==> config.mk <==
export PLATFORM = sky130hd
export DESIGN_NAME = mc_pulse_scheduler_flat
export DESIGN_NICKNAME = d
export VERILOG_FILES = /design/src/rtl/mc_pulse_scheduler_if.sv /design/src/rtl/mc_pulse_scheduler.sv /design/src/flat_wrapper.sv
export SDC_FILE = /design/constraint.sdc
export NUM_CORES = 1
export LEC_CHECK = 0
export ABC_AREA = 1
export CAP_MARGIN = 40
export CORE_UTILIZATION = 59
export CTS_CLUSTER_SIZE = 25
export DETAILED_ROUTE_END_ITERATION = 10
export HOLD_SLACK_MARGIN = 0.08
export PLACE_DENSITY = 0.85
export REMOVE_ABC_BUFFERS = 1
export SLEW_MARGIN = 5
export SYNTH_ARGS = -nofsm -noshare
export SYNTH_HDL_FRONTEND = slang
export SYNTH_SLANG_ARGS = --single-unit
==> constraint.sdc <==
create_clock -name CLK -period 3.9 [get_ports CLK]
set_clock_uncertainty 0.2 [all_clocks]
set_input_delay 0.78 -clock CLK [delete_from_list [all_inputs] [get_ports CLK]]
set_output_delay 0.78 -clock CLK [all_outputs]
set_load 0.01 [all_outputs]
==> src/rtl/mc_pulse_scheduler_if.sv <==
// Command/status bundle between the navigation side, the pulse modulator and one
// scheduler channel. The scheduler takes the slave view.
interface mc_pulse_scheduler_if;
    logic [4:0]  NavMod;
    logic        NavValid;
    logic        NavAck;
    logic [4:0]  OvrMod;
    logic        OvrValid;
    logic [20:0] Pulse;
    logic [4:0]  ModInfo;
    logic [4:0]  State;
    logic        PwmOut;
    logic        FrameStart;
    logic [1:0]  Src;

    modport master (
        output NavMod, NavValid, OvrMod, OvrValid, Pulse,
        input  NavAck, ModInfo, State, PwmOut, FrameStart, Src
    );

    modport slave (
        input  NavMod, NavValid, OvrMod, OvrValid, Pulse,
        output NavAck, ModInfo, State, PwmOut, FrameStart, Src
    );
endinterface

==> src/rtl/mc_pulse_scheduler.sv <==
// Servo frame timebase, command arbiter and ESC PWM driver for one motor channel.
// Define MC_WATCHDOG_EN to force neutral after WDT_FRAMES frames without a nav strobe.
module mc_pulse_scheduler #(
    parameter int CLK_RATE    = 100000000,
    parameter int FRAME_MS    = 20,
    parameter int STATE_COUNT = 24,
    parameter int WDT_FRAMES  = 25
) (
    input logic                 CLK,
    input logic                 RST,
    mc_pulse_scheduler_if.slave bus
);
    localparam longint      FRAME_TICKS = longint'(CLK_RATE) * FRAME_MS / 1000;
    localparam logic [20:0] FRAME_LAST  = 21'(FRAME_TICKS - 1);
    localparam logic [20:0] WIDTH_MIN   = 21'(CLK_RATE / 1000);
    localparam logic [20:0] WIDTH_MAX   = 21'(CLK_RATE / 500);
    localparam logic [20:0] WIDTH_RST   = 21'(longint'(CLK_RATE) * 3 / 2000);
    localparam logic [4:0]  STATE_LAST  = 5'(STATE_COUNT - 1);
    localparam logic [4:0]  NEUTRAL     = 5'b00001;
    localparam logic [1:0]  SRC_NEUTRAL = 2'd0;
    localparam logic [1:0]  SRC_NAV     = 2'd1;
    localparam logic [1:0]  SRC_OVR     = 2'd2;

    logic [20:0] frame_cnt;
    logic [20:0] width;
    logic [20:0] pulse_clamped;
    logic [21:0] pwm_end;
    logic [4:0]  state;
    logic [4:0]  mod_info;
    logic [4:0]  nav_pend;
    logic [4:0]  sel_mod;
    logic [1:0]  src;
    logic [1:0]  sel_src;
    logic        pwm;
    logic        frame_start;
    logic        nav_ack;
    logic        nav_seen;
    logic        wdt_expired;
    logic        wrap;

    assign wrap = (frame_cnt == FRAME_LAST);

`ifdef MC_WATCHDOG_EN
    localparam int                WDT_W   = $clog2(WDT_FRAMES + 1);
    localparam logic [WDT_W-1:0]  WDT_SAT = WDT_W'(WDT_FRAMES);

    logic [WDT_W-1:0] wdt_cnt;

    // A strobe on the saturating edge wins over the increment.
    always_ff @(posedge CLK) begin
        if (RST)
            wdt_cnt <= '0;
        else if (bus.NavValid)
            wdt_cnt <= '0;
        else if (wrap && (wdt_cnt != WDT_SAT))
            wdt_cnt <= wdt_cnt + 1'b1;
    end

    assign wdt_expired = (wdt_cnt == WDT_SAT);
`else
    // No watchdog: expiry can only come from a nonsensical negative limit.
    assign wdt_expired = (WDT_FRAMES < 0);
`endif

    // Until the first nav strobe after reset there is no real command, so report neutral.
    always_comb begin
        sel_mod = nav_pend;
        sel_src = SRC_NAV;
        if (bus.OvrValid) begin
            sel_mod = bus.OvrMod;
            sel_src = SRC_OVR;
        end else if (!nav_seen || wdt_expired) begin
            sel_mod = NEUTRAL;
            sel_src = SRC_NEUTRAL;
        end
        if (sel_mod[1:0] == 2'b11)
            sel_mod[1:0] = 2'b01;
    end

    always_comb begin
        pulse_clamped = bus.Pulse;
        if (bus.Pulse < WIDTH_MIN)
            pulse_clamped = WIDTH_MIN;
        else if (bus.Pulse > WIDTH_MAX)
            pulse_clamped = WIDTH_MAX;
    end

    assign pwm_end = 22'd3 + {1'b0, width};

    always_ff @(posedge CLK) begin
        if (RST) begin
            frame_cnt   <= '0;
            state       <= '0;
            frame_start <= 1'b0;
            mod_info    <= NEUTRAL;
            src         <= SRC_NEUTRAL;
            nav_pend    <= NEUTRAL;
            nav_seen    <= 1'b0;
            nav_ack     <= 1'b0;
            width       <= WIDTH_RST;
            pwm         <= 1'b0;
        end else begin
            nav_ack     <= bus.NavValid;
            frame_start <= wrap;
            if (bus.NavValid) begin
                nav_pend <= bus.NavMod;
                nav_seen <= 1'b1;
            end
            if (wrap) begin
                frame_cnt <= '0;
                state     <= (state == STATE_LAST) ? 5'd0 : state + 1'b1;
                mod_info  <= sel_mod;
                src       <= sel_src;
            end else begin
                frame_cnt <= frame_cnt + 1'b1;
            end
            // Pulse reflects the ModInfo latched at the wrap by FrameCnt==2.
            if (frame_cnt == 21'd2)
                width <= pulse_clamped;
            pwm <= ({1'b0, frame_cnt} >= 22'd3) && ({1'b0, frame_cnt} < pwm_end);
        end
    end

    assign bus.NavAck     = nav_ack;
    assign bus.ModInfo    = mod_info;
    assign bus.State      = state;
    assign bus.PwmOut     = pwm;
    assign bus.FrameStart = frame_start;
    assign bus.Src        = src;
endmodule
==> src/flat_wrapper.sv <==
// flat-port wrapper written by rule: the top's interface ports become plain ports
module mc_pulse_scheduler_flat 
#(
    parameter int CLK_RATE    = 100000000,
    parameter int FRAME_MS    = 20,
    parameter int STATE_COUNT = 24,
    parameter int WDT_FRAMES  = 25
)
  (CLK, RST, bus_NavMod, bus_NavValid, bus_OvrMod, bus_OvrValid, bus_Pulse, bus_NavAck, bus_ModInfo, bus_State, bus_PwmOut, bus_FrameStart, bus_Src);
  mc_pulse_scheduler_if bus_i ();
  input logic CLK;
  input logic RST;
  input wire logic [$bits(bus_i.NavMod)-1:0] bus_NavMod;
  input wire logic [$bits(bus_i.NavValid)-1:0] bus_NavValid;
  input wire logic [$bits(bus_i.OvrMod)-1:0] bus_OvrMod;
  input wire logic [$bits(bus_i.OvrValid)-1:0] bus_OvrValid;
  input wire logic [$bits(bus_i.Pulse)-1:0] bus_Pulse;
  output wire logic [$bits(bus_i.NavAck)-1:0] bus_NavAck;
  output wire logic [$bits(bus_i.ModInfo)-1:0] bus_ModInfo;
  output wire logic [$bits(bus_i.State)-1:0] bus_State;
  output wire logic [$bits(bus_i.PwmOut)-1:0] bus_PwmOut;
  output wire logic [$bits(bus_i.FrameStart)-1:0] bus_FrameStart;
  output wire logic [$bits(bus_i.Src)-1:0] bus_Src;
  assign bus_i.NavMod = bus_NavMod;
  assign bus_i.NavValid = bus_NavValid;
  assign bus_i.OvrMod = bus_OvrMod;
  assign bus_i.OvrValid = bus_OvrValid;
  assign bus_i.Pulse = bus_Pulse;
  assign bus_NavAck = bus_i.NavAck;
  assign bus_ModInfo = bus_i.ModInfo;
  assign bus_State = bus_i.State;
  assign bus_PwmOut = bus_i.PwmOut;
  assign bus_FrameStart = bus_i.FrameStart;
  assign bus_Src = bus_i.Src;
  mc_pulse_scheduler #(.CLK_RATE(CLK_RATE), .FRAME_MS(FRAME_MS), .STATE_COUNT(STATE_COUNT), .WDT_FRAMES(WDT_FRAMES)) u_core (.CLK(CLK), .RST(RST), .bus(bus_i));
endmodule
Yosys cells after proc, flatten, opt, wreduce, memory -nomap -nowiden

Index checks and enable logic that the tools add are counted.
W data, S select, Z words.

$add $sub $neg: 3
Magnitude comparators: 4
Eq/ne operators: 4
Mux-type cells: 8
Reduce and logical (&&, ||, !) cells: 2

Operator list:

| operator                | number |
|---|---|
| $mux W21                | 2 |
| $add A2 B21 Y22 const A | 1 |
| $lt A21 B22 Y1          | 1 |
| $add A21 B1 Y21 const B | 1 |
| $eq A21 B2 Y1 const B   | 1 |
| $eq A21 B21 Y1 const B  | 1 |
| $ge A21 B2 Y1 const B   | 1 |
| $gt A21 B18 Y1 const B  | 1 |
| $lt A21 B17 Y1 const B  | 1 |
| $mux W5                 | 3 |
| $add A5 B1 Y5 const B   | 1 |
| $eq A5 B5 Y1 const B    | 1 |
| $mux W2                 | 2 |
| $eq A2 B2 Y1 const B    | 1 |
| $reduce_or A2 Y1        | 1 |
| $logic_and A1 B1 Y1     | 1 |
| $mux W1                 | 1 |

Register bits after elaboration: 63
Input port bits: 35
Output and inout port bits: 15
Logic and storage cells: 31

Longest topological paths before layout

Gate-level depths: netlist of the first run.

Depth in word-level cells: 4
Depth in mapped cells: 18

Worst setup path after synthesis of the first run

Ideal clock, no wire load.

Path kind: reg-to-reg
Start: reg u_core.width[2]
End: reg u_core.pwm, in the netlist u_core.bus.PwmOut
Arrival: 1.979 ns
Data required time: 3.584 ns
Path slack: 1.605 ns
Cell stages (with the launch flop): 14
Clock period less this slack: 2.295 ns
Path through: dfxtp_1 -> o21ai_2 -> nand3b_1 -> nor2_4 -> nand4_1 -> nor2_1 -> xnor2_1 -> ha_1 -> inv_1 -> o31a_1 -> nand2_1 -> nand2_1 -> nand2_1 -> a21oi_1

Word-level cells in the longest chain between the ends: 3

RTL lines:

| what                     | RTL line                  | text |
|---|---|---|
| start: declaration       | mc_pulse_scheduler.sv:25  | `logic [20:0] width;` |
| start signal: assignment | mc_pulse_scheduler.sv:119 | `width <= pulse_clamped;` |
| $add A2 B21 Y22          | mc_pulse_scheduler.sv:88  | `assign pwm_end = 22'd3 + {1'b0, width};` |
| $lt A21 B22 Y1           | mc_pulse_scheduler.sv:120 | `pwm <= ({1'b0, frame_cnt} >= 22'd3) && ({1'b0, frame_cnt} < pwm_end);` |
| $logic_and A1 B1 Y1      | mc_pulse_scheduler.sv:120 |  |
| end signal: assignment   | mc_pulse_scheduler.sv:120 |  |
| end: declaration         | mc_pulse_scheduler.sv:34  | `logic pwm;` |

Every way passes these cells.
A chain may end at the register's enable or synchronous reset.

Final worst setup path of the first run

Same ends and word-level chain as after synthesis.

==> results of run 1 <==
per-layer routing:
| layer | wire, um | part of all wire [%] | track usage, % |
|---|---|---|---|
| met1 | 4360 | 44 | 37.2 |
| met2 | 4650 | 47 | 50.1 |
| met3 | 510 | 5.1 | 6.10 |
| met4 | 412 | 4.1 | 15.3 |
| met5 | 0 | 0 | 0 |
sequential cells by signal, indices dropped and copies added, names as in the netlist:
register,cells
u_core.bus.NavAck,1
u_core.width,21
u_core.bus.Src,2
u_core.nav_pend,5
u_core.bus.FrameStart,1
u_core.bus.PwmOut,1
u_core.bus.ModInfo,5
u_core.frame_cnt,21
u_core.bus.State,5
u_core.nav_seen,1
kinds of logic after synthesis:
kind of cell    Yosys count  share of synthesized area [%]
xor+xnor                 25                           5.47
simple gates            303                           36.4
buf+inv                  96                           9.54
flops                    63                           31.5
compound gates           67                           9.57
fa+ha+maj                24                           7.51
cell usage after synthesis, types with 7 or more instances:
master / number / area (um^2)
nand4_1: 22 / 138
nor2_2: 7 / 43.8
nand2_1: 123 / 462
nor3_1: 23 / 115
nor2_1: 63 / 236
ha_1: 24 / 300
inv_1: 78 / 293
dfxtp_1: 63 / 1260
xor2_1: 20 / 175
nand3_1: 37 / 185
o21ai_0: 18 / 90.1
a21oi_1: 35 / 175
how the worst max path moves through the flow:
stage                                from                 to  slack, ns  depth (start not counted)
after floorplan           u_core.width[2]  u_core.bus.PwmOut       1.60                         13
after global placement       bus_Pulse[3]   u_core.width[11]       1.21                          8
after detailed placement     bus_Pulse[3]    u_core.width[8]       1.15                          8
after CTS                 u_core.width[2]  u_core.bus.PwmOut       1.25                         13
after global routing      u_core.width[0]  u_core.bus.PwmOut       1.02                         18
final                     u_core.width[2]  u_core.bus.PwmOut       1.25                         17
stage by stage:
stage                     cells  setup slack (ns)
after floorplan             567              1.60
after global placement      695              1.21
after detailed placement    695              1.15
after CTS                   711              1.25
after global routing        711              1.02
final                       711              1.25
power breakdown:
group	total (mW)	switching (mW)	internal, mW
sequential	0.686	0.0224	0.663
clock	0.612	0.255	0.357
combinational	0.166	0.0937	0.0724
layout make-up:
cell class,instances,share of cell area (%)
Multi-Input combinational cell,419,49.6
Sequential cell,63,26.5
Timing Repair Buffer,51,10.6
Inverter,85,6.71
Clock buffer,10,2.69
Tap cell,77,2.03
Clock inverter,6,1.79
critical path, stage by stage, from the launching register on:
cell and delay (ns):
dfxtp_1 0.43, o21ai_2 0.09, nand3b_1 0.30, nor2_4 0.21, nand2_1 0.09, xor2_1 0.16, ha_1 0.31, nand2_1 0.05
nor2_1 0.11, nand2_1 0.10, nor2_1 0.11, nor2_1 0.06, nand2_1 0.06, nand2_1 0.05, nand2_1 0.07, nand2_1 0.05
nand2_1 0.05, a21oi_1 0.05
==> reports/metrics.yaml, run 1 <==
setup_path:
  r2r-end: "u_core.bus.PwmOut"
  endpoint_kind: "register"
  startpoint_type: "register"
  cp.arrival_ns: 2.69
  r2r_cells: 17
  reg2reg_slack_ns: 1.25
  crit_path_max_fanout: 5
  crit_type: "reg -> reg"
  crit_required_ns: 3.94
  regToRegStartpoint: "u_core.width[2]"
final_layout:
  fin_area_um2: 4750
  fillCellCount: 554
  final_common_cell: "nand2_1"
  nNetsFinal: 688
  finish.utilization_pct: 73.6
  area_growth_syn_to_layout_pct: 18.8
  layout_common_cells: "nand2_1, inv_1, nor2_1, dfxtp_1, clkdlybuf4s50_1"
  multiInputGateArea_um2: 2360
  antennaDiodeCount: 0
  layout-drive-gt1-share_pct: 8.20
  seqCellArea_um2: 1260
cts:
  post_cts_buffers: 0
  holdBufCountCts: 0
  numCtsBuffers: 9
  htree_levels: 3
  insertion_delay_ns: 0.34
  clock_sinks: 63
  path_clk_slew_ns: 0.07
  cts_resized: 0
  cts_buffer_depth: 2
  cts_tree: "built"
  root_buffer: "clkbuf_8"
detailed_routing:
  initialDrtViolationCount: 218
  vias: 3921
  wl_mm: 9.93
  final_antenna_net_count: 0
  detail_route.drc_violations: 0
  via_per_inst: 5.51
  drt_first_pass_iters: 5
  wl_per_cell_um: 14.0
synth:
  avgSynthCellArea_um2: 6.92
  yosysSeqAreaShare_pct: 31.5
  synthDistinctLibCells: 45
  synthesis.area_um2: 4000
  async_flop_share_pct: 0
  synth-edff-count: 0
  ys_ff_latch: 63
  syn_inst: 578
  ys_warn_count: 0
  synth_ff_type: "dfxtp_1"
worst_hold_path:
  hp-class: "reg -> reg"
  holdPathStages: 2
  hp-start: "u_core.bus.Src[1]"
  whs_endpoint: "u_core.bus.Src[1]"
sta:
  finalHoldViolations: 0
  tightest_slew_ns: 0.490
  setup_violations: 0
  post-route-min-period_ns: 2.65
  fin_tns_setup_ns: 0
  maxSlewHeadroom_pct: 67.2
  whs_ns: 0.270
  max_freq_ghz: 0.377
  final_max_slew_viol_count: 0
  rsz0062_at_grt: "false"
  post-route-period-util_pct: 68.0
global_routing:
  grt_max_degree: 24
  grt_usage_pct: 30.1
  grt_pass1_vias: 3844
  antenna_found_initial: 0
  gr-total-overflow: 0
  grt_pass1_wl_mm: 17.0
floorplanning:
  coreArea_um2: 6460
  fp.dieH_um: 84.3
  num_io_pins: 50
  die_x_um: 84.3
  dieArea_um2: 7110
  num_rows: 29
  start_util_pct: 61.9
place:
  portBuffers: 49
  dp_hpwl_mm: 7.66
  dpl-instance-area_um2: 4540
  gp_congestion: 0.898
power_and_ir_drop:
  ir_worst_vdd_uv: 193
  leakage_nw: 2.10
  power.total_mw: 1.46
  power_density_nw_per_um2: 308
status:
  outcome: "finished clean"
flow_run:
  maxCapViolCount: 0
No activity file was read; power rests on OpenSTA's default activity.
==> run 2: changes to the inputs <==
CORE_UTILIZATION = 56   (was 59)
PLACE_DENSITY = 0.81   (was 0.85)
clock period = 2.8 ns   (was 3.9 ns; I/O delays follow)
==> run 2 against run 1 <==
Sequential share of layout area decreased by 0.19 points. Fmax increased by 1.8%. Wire length increased by 0.18%. Utilization decreased by 3.5 points. Via count decreased by 0.64%. Register-to-register slack got worse by 1.1 ns. Critical path type unchanged.
==> reports/metrics.yaml, run 2 (same netlist as run 1, synthesis figures left out) <==
final_layout:
  antennaDiodeCount: 0
  layout_common_cells: "nand2_1, inv_1, nor2_1, dfxtp_1, clkdlybuf4s50_1"
  fin_area_um2: 4790
  area_growth_syn_to_layout_pct: 19.7
  layout-drive-gt1-share_pct: 8.79
  largestRegisters: "u_core.frame_cnt x21, u_core.width x21"
  final_common_cell: "nand2_1"
  nNetsFinal: 691
  finish.utilization_pct: 70.1
cts:
  insertion_delay_ns: 0.36
  clock_sinks: 63
  holdBufCountCts: 0
  cts_buffer_depth: 2
  path_clk_slew_ns: 0.08
  cts_resized: 0
  cts_tree: "built"
  numCtsBuffers: 9
  root_buffer: "clkbuf_8"
  htree_levels: 3
worst_hold_path:
  hp-class: "reg -> reg"
sta:
  post-route-period-util_pct: 93.0
  tightest_slew_ns: 0.477
  finalHoldViolations: 0
  final_max_slew_viol_count: 0
  post-route-min-period_ns: 2.60
  setup_violations: 0
  max_freq_ghz: 0.384
  rsz0062_at_grt: "false"
  fin_tns_setup_ns: 0
  maxSlewHeadroom_pct: 68.1
power_and_ir_drop:
  ir_worst_vdd_uv: 258
  power_density_nw_per_um2: 419
  power.total_mw: 2.00
  leakage_nw: 2.11
setup_path:
  crit_required_ns: 2.84
  crit_type: "reg -> reg"
  crit_path_max_fanout: 5
  startpoint_type: "register"
  cp.arrival_ns: 2.64
  endpoint_kind: "register"
floorplanning:
  dieArea_um2: 7480
  fp.dieH_um: 86.5
  start_util_pct: 58.6
  die_x_um: 86.5
  num_io_pins: 50
  coreArea_um2: 6830
  num_rows: 30
detailed_routing:
  wl_per_cell_um: 13.6
  initialDrtViolationCount: 226
  drt_first_pass_iters: 5
  wl_mm: 9.95
  final_antenna_net_count: 0
  via_per_inst: 5.32
  detail_route.drc_violations: 0
  vias: 3896
place:
  gp_congestion: 0.917
  dpl-instance-area_um2: 4570
  dp_hpwl_mm: 7.83
  portBuffers: 49
global_routing:
  antenna_found_initial: 0
  grt_pass1_wl_mm: 17.0
  gr-total-overflow: 0
  grt_usage_pct: 29.1
  grt_pass1_vias: 3600
  grt_max_degree: 21
status:
  outcome: "finished clean"
flow_run:
  maxCapViolCount: 0
-- run 2: layout make-up --
type,instances,area [um^2]
multi-input cells,419,2360
inverters,85,319
fillers,577,2040
well taps,96,120
clock buffers,9,124
flip-flops and latches,63,1260
repair buffers,54,528
clock inverters,7,77.6
-- run 2: timing repair --
| item | in CTS | in global routing |
|---|---|---|
| hold endpoints to repair | 0 | 0 |
| buffers inserted | 0 | 2 |
| endpoints found under the setup margin | 0 | 1 |
-- run 2: final timing paths --
path	startpoint	end	slack [ns]	depth (start not counted)
worst max-delay path	u_core.width[2]	u_core.bus.PwmOut	0.20	17
worst min-delay path	u_core.width[18]	u_core.width[18]	0.27	2
worst max register to register	u_core.width[2]	u_core.bus.PwmOut	0.20	17
worst min register to register	u_core.width[18]	u_core.width[18]	0.27	2
-- run 2: power breakdown --
part / internal, mW / switching, mW / total (mW) / leakage (nW)
Combinational: 0.101 / 0.128 / 0.229 / 1.50
Clock: 0.420 / 0.402 / 0.822 / 0.101
Sequential: 0.924 / 0.0301 / 0.954 / 0.512
-- run 2: critical path, cell delays in order, from the launching register on --
cell and delay [ns]:
dfxtp_1 0.42, o21ai_2 0.10, nand3b_1 0.26, buf_4 0.19
nor2_1 0.11, xnor2_1 0.09, ha_1 0.30, nand2_1 0.08
nor2_1 0.16, nand2_1 0.09, nor2_1 0.11, nor2_1 0.06
nand2_1 0.06, nand2_1 0.04, nand2_1 0.06, nand2_1 0.04
nand2_1 0.05, a21oi_1 0.07
-- run 2: metal layers --
metal	GRT usage, %	wire (um)	vias up
li1	-	-	1998
met1	36.8	4440	1781
met5	0	0	-
met2	49.8	4830	104
met3	6.38	516	13
met4	8.03	165	0
-- run 2: per-stage QoR --
stage          hold slack [ns]  instances  setup slack (ns)
2_1_floorplan            0.230        567             0.505
3_3_place_gp             0.253        715             0.336
3_5_place_dp             0.260        715             0.230
4_1_cts                  0.273        731             0.209
5_1_grt                  0.292        733          0.000331
6_report                 0.274        733             0.195
